$ cat src/rtl/pipe_hazard_ctrl_pkg.sv
`default_nettype none
// ============================================================================
// Module      : pipe_hazard_ctrl_pkg
// Description : Shared widths and forward-select encodings for hazard control.
// Revision    : 1.0 - initial release
// ============================================================================
package pipe_hazard_ctrl_pkg;

   localparam int PC_W_DEF   = 9;
   localparam int DATA_W_DEF = 32;
   localparam int RA_W_DEF   = 5;

   typedef enum logic [1:0] {
      FWD_NONE = 2'b00,
      FWD_WB   = 2'b01,
      FWD_MEM  = 2'b10
   } fwd_sel_e;

   // The EX/MEM result is newer than MEM/WB, so it takes precedence.
   function automatic fwd_sel_e fwd_pick(input logic hit_mem, input logic hit_wb);
      if (hit_mem)
         return FWD_MEM;
      else if (hit_wb)
         return FWD_WB;
      else
         return FWD_NONE;
   endfunction

endpackage : pipe_hazard_ctrl_pkg
`default_nettype wire

$ cat src/rtl/pipe_hazard_ctrl_fwd_select.sv
`default_nettype none
// ============================================================================
// Module      : fwd_select
// Description : Operand A/B forwarding selects from EX/MEM and MEM/WB stages.
// Revision    : 1.0 - initial release
// ============================================================================
module fwd_select
   import pipe_hazard_ctrl_pkg::*;
#(
   parameter int RA_W = RA_W_DEF
) (
   input  logic [RA_W-1:0] ex_rs1,
   input  logic [RA_W-1:0] ex_rs2,
   input  logic [RA_W-1:0] mem_rd,
   input  logic [RA_W-1:0] wb_rd,
   input  logic            mem_regwrite,
   input  logic            wb_regwrite,
   output logic [1:0]      fwd_a,
   output logic [1:0]      fwd_b
);

   logic w_mem_valid;
   logic w_wb_valid;

   // Writes to x0 are discarded, so they never forward.
   assign w_mem_valid = mem_regwrite && (mem_rd != '0);
   assign w_wb_valid  = wb_regwrite  && (wb_rd  != '0);

   assign fwd_a = fwd_pick(w_mem_valid && (mem_rd == ex_rs1),
                           w_wb_valid  && (wb_rd  == ex_rs1));
   assign fwd_b = fwd_pick(w_mem_valid && (mem_rd == ex_rs2),
                           w_wb_valid  && (wb_rd  == ex_rs2));

endmodule : fwd_select
`default_nettype wire

$ cat src/rtl/pipe_hazard_ctrl.sv
`default_nettype none
// ============================================================================
// Module      : pipe_hazard_ctrl
// Description : Branch/jump redirect, flush, forwarding and load-use stall.
// Revision    : 1.0 - initial release
// ============================================================================
module pipe_hazard_ctrl
   import pipe_hazard_ctrl_pkg::*;
#(
   parameter int PC_W   = PC_W_DEF,
   parameter int DATA_W = DATA_W_DEF,
   parameter int RA_W   = RA_W_DEF
) (
   input  logic              clk,
   input  logic              reset,
   input  logic [PC_W-1:0]   cur_pc,
   input  logic [DATA_W-1:0] imm,
   input  logic              branch,
   input  logic [1:0]        jump,
   input  logic [1:0]        jalr,
   input  logic [DATA_W-1:0] alu_result,
   output logic [DATA_W-1:0] pc_imm,
   output logic [DATA_W-1:0] pc_four,
   output logic [DATA_W-1:0] br_pc,
   output logic              pc_sel,
   output logic              flush_id_ex,
   output logic              flush_if_id,
   input  logic [RA_W-1:0]   ex_rs1,
   input  logic [RA_W-1:0]   ex_rs2,
   input  logic [RA_W-1:0]   mem_rd,
   input  logic [RA_W-1:0]   wb_rd,
   input  logic              mem_regwrite,
   input  logic              wb_regwrite,
   output logic [1:0]        fwd_a,
   output logic [1:0]        fwd_b,
   input  logic [RA_W-1:0]   id_rs1,
   input  logic [RA_W-1:0]   id_rs2,
   input  logic [RA_W-1:0]   ex_rd,
   input  logic              ex_memread,
   output logic              stall
);

   localparam logic [DATA_W-1:0] c_four = DATA_W'(4);

   logic [DATA_W-1:0] w_pc_ext;
   logic              r_flush_if_id;

   assign w_pc_ext = DATA_W'(cur_pc);
   assign pc_imm   = w_pc_ext + imm;
   assign pc_four  = w_pc_ext + c_four;

   // JALR targets are forced halfword-aligned by clearing bit 0.
   always_comb begin
      br_pc  = '0;
      pc_sel = 1'b0;
      if (jalr != 2'b00) begin
         br_pc  = {alu_result[DATA_W-1:1], 1'b0};
         pc_sel = 1'b1;
      end else if (jump != 2'b00) begin
         br_pc  = pc_imm;
         pc_sel = 1'b1;
      end else if (branch && alu_result[0]) begin
         br_pc  = pc_imm;
         pc_sel = 1'b1;
      end
   end

   assign flush_id_ex = pc_sel;

   always_ff @(posedge clk or posedge reset) begin
      if (reset)
         r_flush_if_id <= 1'b0;
      else
         r_flush_if_id <= pc_sel;
   end

   assign flush_if_id = r_flush_if_id;

   fwd_select #(
      .RA_W (RA_W)
   ) u_fwd_select (
      .ex_rs1       (ex_rs1),
      .ex_rs2       (ex_rs2),
      .mem_rd       (mem_rd),
      .wb_rd        (wb_rd),
      .mem_regwrite (mem_regwrite),
      .wb_regwrite  (wb_regwrite),
      .fwd_a        (fwd_a),
      .fwd_b        (fwd_b)
   );

   assign stall = ex_memread && (ex_rd != '0) &&
                  ((ex_rd == id_rs1) || (ex_rd == id_rs2));

endmodule : pipe_hazard_ctrl
`default_nettype wire

$ cat config.mk
export PLATFORM = sky130hd
export DESIGN_NAME = pipe_hazard_ctrl
export DESIGN_NICKNAME = d
export VERILOG_FILES = /design/src/rtl/pipe_hazard_ctrl_pkg.sv /design/src/rtl/pipe_hazard_ctrl_fwd_select.sv /design/src/rtl/pipe_hazard_ctrl.sv
export SDC_FILE = /design/constraint.sdc
export NUM_CORES = 1
export LEC_CHECK = 0
export CORE_ASPECT_RATIO = 0.9
export CORE_MARGIN = 2
export CORE_UTILIZATION = 36
export CTS_BUF_LIST = sky130_fd_sc_hd__clkbuf_16
export CTS_CLUSTER_SIZE = 40
export DETAILED_ROUTE_END_ITERATION = 16
export PLACE_DENSITY = 0.92
export SLEW_MARGIN = 20
export SYNTH_ARGS = -nofsm -noshare
export SYNTH_HDL_FRONTEND = slang
export SYNTH_SLANG_ARGS = --single-unit
$ cat constraint.sdc
create_clock -name clk -period 4.57 [get_ports clk]
set_clock_uncertainty 0.05 [all_clocks]
set_input_delay 0.914 -clock clk [delete_from_list [all_inputs] [get_ports clk]]
set_output_delay 0.914 -clock clk [all_outputs]
set_load 0.01 [all_outputs]
==> impl_metrics.json <==
{
  "coreArea_um2": 7040,
  "synth_common_cells": "sky130_fd_sc_hd__xor2_1, sky130_fd_sc_hd__nand3_1, sky130_fd_sc_hd__nand2_1, sky130_fd_sc_hd__buf_4, sky130_fd_sc_hd__xnor2_1",
  "fin_setup_tns_ns": 0,
  "hold_path.class": "input pin to asynchronous set/reset pin",
  "synthMostInstantiatedCell": "sky130_fd_sc_hd__xor2_1",
  "sequential_to_total_area_share_from_yosys_stat": 0.00955,
  "synth.top_cell.area_share": 0.140,
  "outcome": "finished clean",
  "setup_violation_total_in_the_final_timing_report": 0,
  "largest_reg_flops": 1,
  "power.static_leakage_nw": 2.08,
  "antenna_left": 0,
  "layoutNonFillerInstCount": 691,
  "drc": 0,
  "grt_antenna_before_repair": 0,
  "power.switching_mw": 0.264,
  "worst-endpoint-required_ns": 3.61,
  "postRouteWirelength_mm": 11.7,
  "io-pin-count": 222,
  "number_of_fillers_in_the_final_layout": 521,
  "drt_pass1_iterations": 5,
  "drt_iter0_drc": 186,
  "grt_start_max_net_pins": 19,
  "fp-row-count": 29,
  "fmax_mhz": 222,
  "critical_path.most_common_cell": "sky130_fd_sc_hd__clkdlybuf4s50_1",
  "worst_setup_path_end_kind": "primary output",
  "critical_path_class": "input pin to primary output",
  "timing_hold_violations_final": 0,
  "grt_use_total": 0.276,
  "grt-ovfl-total": 0,
  "cap_viol_max_count": 0,
  "grt_pass1_vias": 3981,
  "timing.critical_path.buf_inv": 2,
  "layout.nets": 729,
  "synth_register_bits": 1,
  "synthesis.instances": 362,
  "area_delta_synth_final_pct": 97.7,
  "synth_area_per_cell_um2": 7.24,
  "postLayoutSetupSlackWorst_ns": 0.0568,
  "rsz0062_at_grt": "true",
  "ir_drop_mv": 0.0654,
  "mapped_cell_area_um2": 2620,
  "synth_top_area_cell": "sky130_fd_sc_hd__xor2_1",
  "cpPeakStageDelay_ns": 0.54,
  "layout-drive-gt1-share": 0.184,
  "die_width_um": 93.9,
  "drv_slew": 0,
  "fin_hold_ws_ns": 1.01,
  "crit_path_top_delay_cell": "sky130_fd_sc_hd__clkdlybuf4s50_1",
  "preCtsSetupSlack_ns": -0.127,
  "period_share": 0.988,
  "total_power_after_layout_mw": 0.603,
  "cts_hold_buf": 0,
  "intPower_mw": 0.339,
  "design.die.area_um2": 7980,
  "dpl_cell_area_um2": 4980,
  "dp.cells": 689,
  "finish.utilization": 0.736,
  "data_arrival_at_the_endpoint_of_the_critical_path_ns": 3.55,
  "power-per-cell-area_nw_per_um2": 116,
  "synth_area_leaders": "sky130_fd_sc_hd__xor2_1, sky130_fd_sc_hd__buf_4, sky130_fd_sc_hd__xnor2_1, sky130_fd_sc_hd__nand3_1, sky130_fd_sc_hd__ha_1",
  "synth_edf_count": 0,
  "dominantRegCellSynth": "sky130_fd_sc_hd__dfrtp_1",
  "critical_path.top_delay_family": "buffers and inverters",
  "netlist-cell-type-count": 59,
  "place_congestion": 0.999,
  "post_route_minimum_period_ns": 4.51,
  "route.vias.total": 3879,
  "p_sw_frac": 0.438,
  "grt_first_pass_wirelength_mm": 18.4,
  "ys_warn_count": 0,
  "initial_core_util": 0.372,
  "wire_per_inst_um": 16.9,
  "port_buffers": 199,
  "critPathMaxFanout": 4,
  "hpwlAfterDp_mm": 9.60,
  "pwr-share-comb": 0.985,
  "floorplan.die.height_um": 85.0,
  "clk_pin_slew_ns": 0,
  "postSynth.asyncResetShare": 1.00,
  "routed_via_density": 5.61,
  "timing.critical_path.depth": 8,
  "clkPwrFrac": 0,
  "antennaDiodeCount": 0,
  "pwr-share-seq": 0.015,
  "start_kind": "input pin",
  "timing.critical_path.cells": "clkdlybuf4s50_1, ha_4, a21o_1, a31o_2, o211a_1, or4_1, nand3_1, clkdlybuf4s50_1",
  "stdcell_area_um2": 5180
}
-- per-layer routing --
metal  global-route usage  up-vias  part of all wire
met1                0.309     1804              0.37
met4               0.0685        0             0.022
met2                0.533      245              0.51
li1                     -     1804                 -
met5                    0        -                 0
met3               0.0506       26             0.094
-- cell families (layout without fill, tap and decap cells) --
family	count (synthesis)	count (layout)	share of synthesized area
compound gates	84	84	0.268
xor+xnor	64	64	0.217
fa+ha+maj	11	11	0.0554
buf+inv	52	267	0.120
flops	1	1	0.00955
mux	1	1	0.00382
other cells	1	22	0.00143
simple gates	148	148	0.325
-- power groups by stage --
stage | registers, mW | clock network, mW | logic [mW]
5_1_grt | 0.00925 | 0 | 0.632
6_report | 0.00926 | 0 | 0.594
4_1_cts | 0.00926 | 0 | 0.574
3_5_place_dp | 0.00926 | 0 | 0.562
2_1_floorplan | 0.00937 | 0 | 0.238
3_3_place_gp | 0.00927 | 0 | 0.549
-- final cells by class --
type,count,area (um^2),area share
inverters,4,15.0,0.00290
repair buffers,263,2480,0.479
well taps,93,116,0.0225
multi-input cells,330,2540,0.490
flip-flops and latches,1,25.0,0.00483
-- timing repair --
item                                    CTS  global route
endpoints found under the setup margin   20            35
pin swaps                                 3             6
hold endpoints to repair                  0             0
setup buffers                             1             1
gates resized for setup                  14            21
-- worst paths after layout --
check	from	end
worst max-delay path	imm[4]	br_pc[13]
worst min-delay path	reset	flush_if_id$_DFF_PP0_
max in group asynchronous	reset	flush_if_id$_DFF_PP0_
min in group clk	flush_if_id$_DFF_PP0_	flush_if_id
-- cells in the final DEF, fill, tap and decap left out, types with 3 or more instances in the layout --
cell / n
sky130_fd_sc_hd__nor2_1: 11
sky130_fd_sc_hd__ha_4: 6
sky130_fd_sc_hd__xor2_1: 40
sky130_fd_sc_hd__inv_1: 4
sky130_fd_sc_hd__nor4_1: 12
sky130_fd_sc_hd__and4_1: 5
sky130_fd_sc_hd__clkdlybuf4s50_1: 193
sky130_fd_sc_hd__a22o_1: 10
sky130_fd_sc_hd__nor3_1: 10
sky130_fd_sc_hd__o21ai_0: 11
sky130_fd_sc_hd__a21oi_1: 15
sky130_fd_sc_hd__a2111oi_4: 5
sky130_fd_sc_hd__nand3_1: 30
sky130_fd_sc_hd__xor2_2: 3
sky130_fd_sc_hd__and2_1: 5
sky130_fd_sc_hd__or4_1: 6
sky130_fd_sc_hd__dlymetal6s2s_1: 4
sky130_fd_sc_hd__conb_1: 22
sky130_fd_sc_hd__buf_4: 63
sky130_fd_sc_hd__a31o_2: 3
sky130_fd_sc_hd__xnor2_1: 21
sky130_fd_sc_hd__and3_1: 10
sky130_fd_sc_hd__o211ai_1: 6
sky130_fd_sc_hd__a211oi_2: 3
sky130_fd_sc_hd__nand4_1: 14
sky130_fd_sc_hd__nand2_1: 27
sky130_fd_sc_hd__a211oi_1: 4
Power figures use the tool's default switching activity.
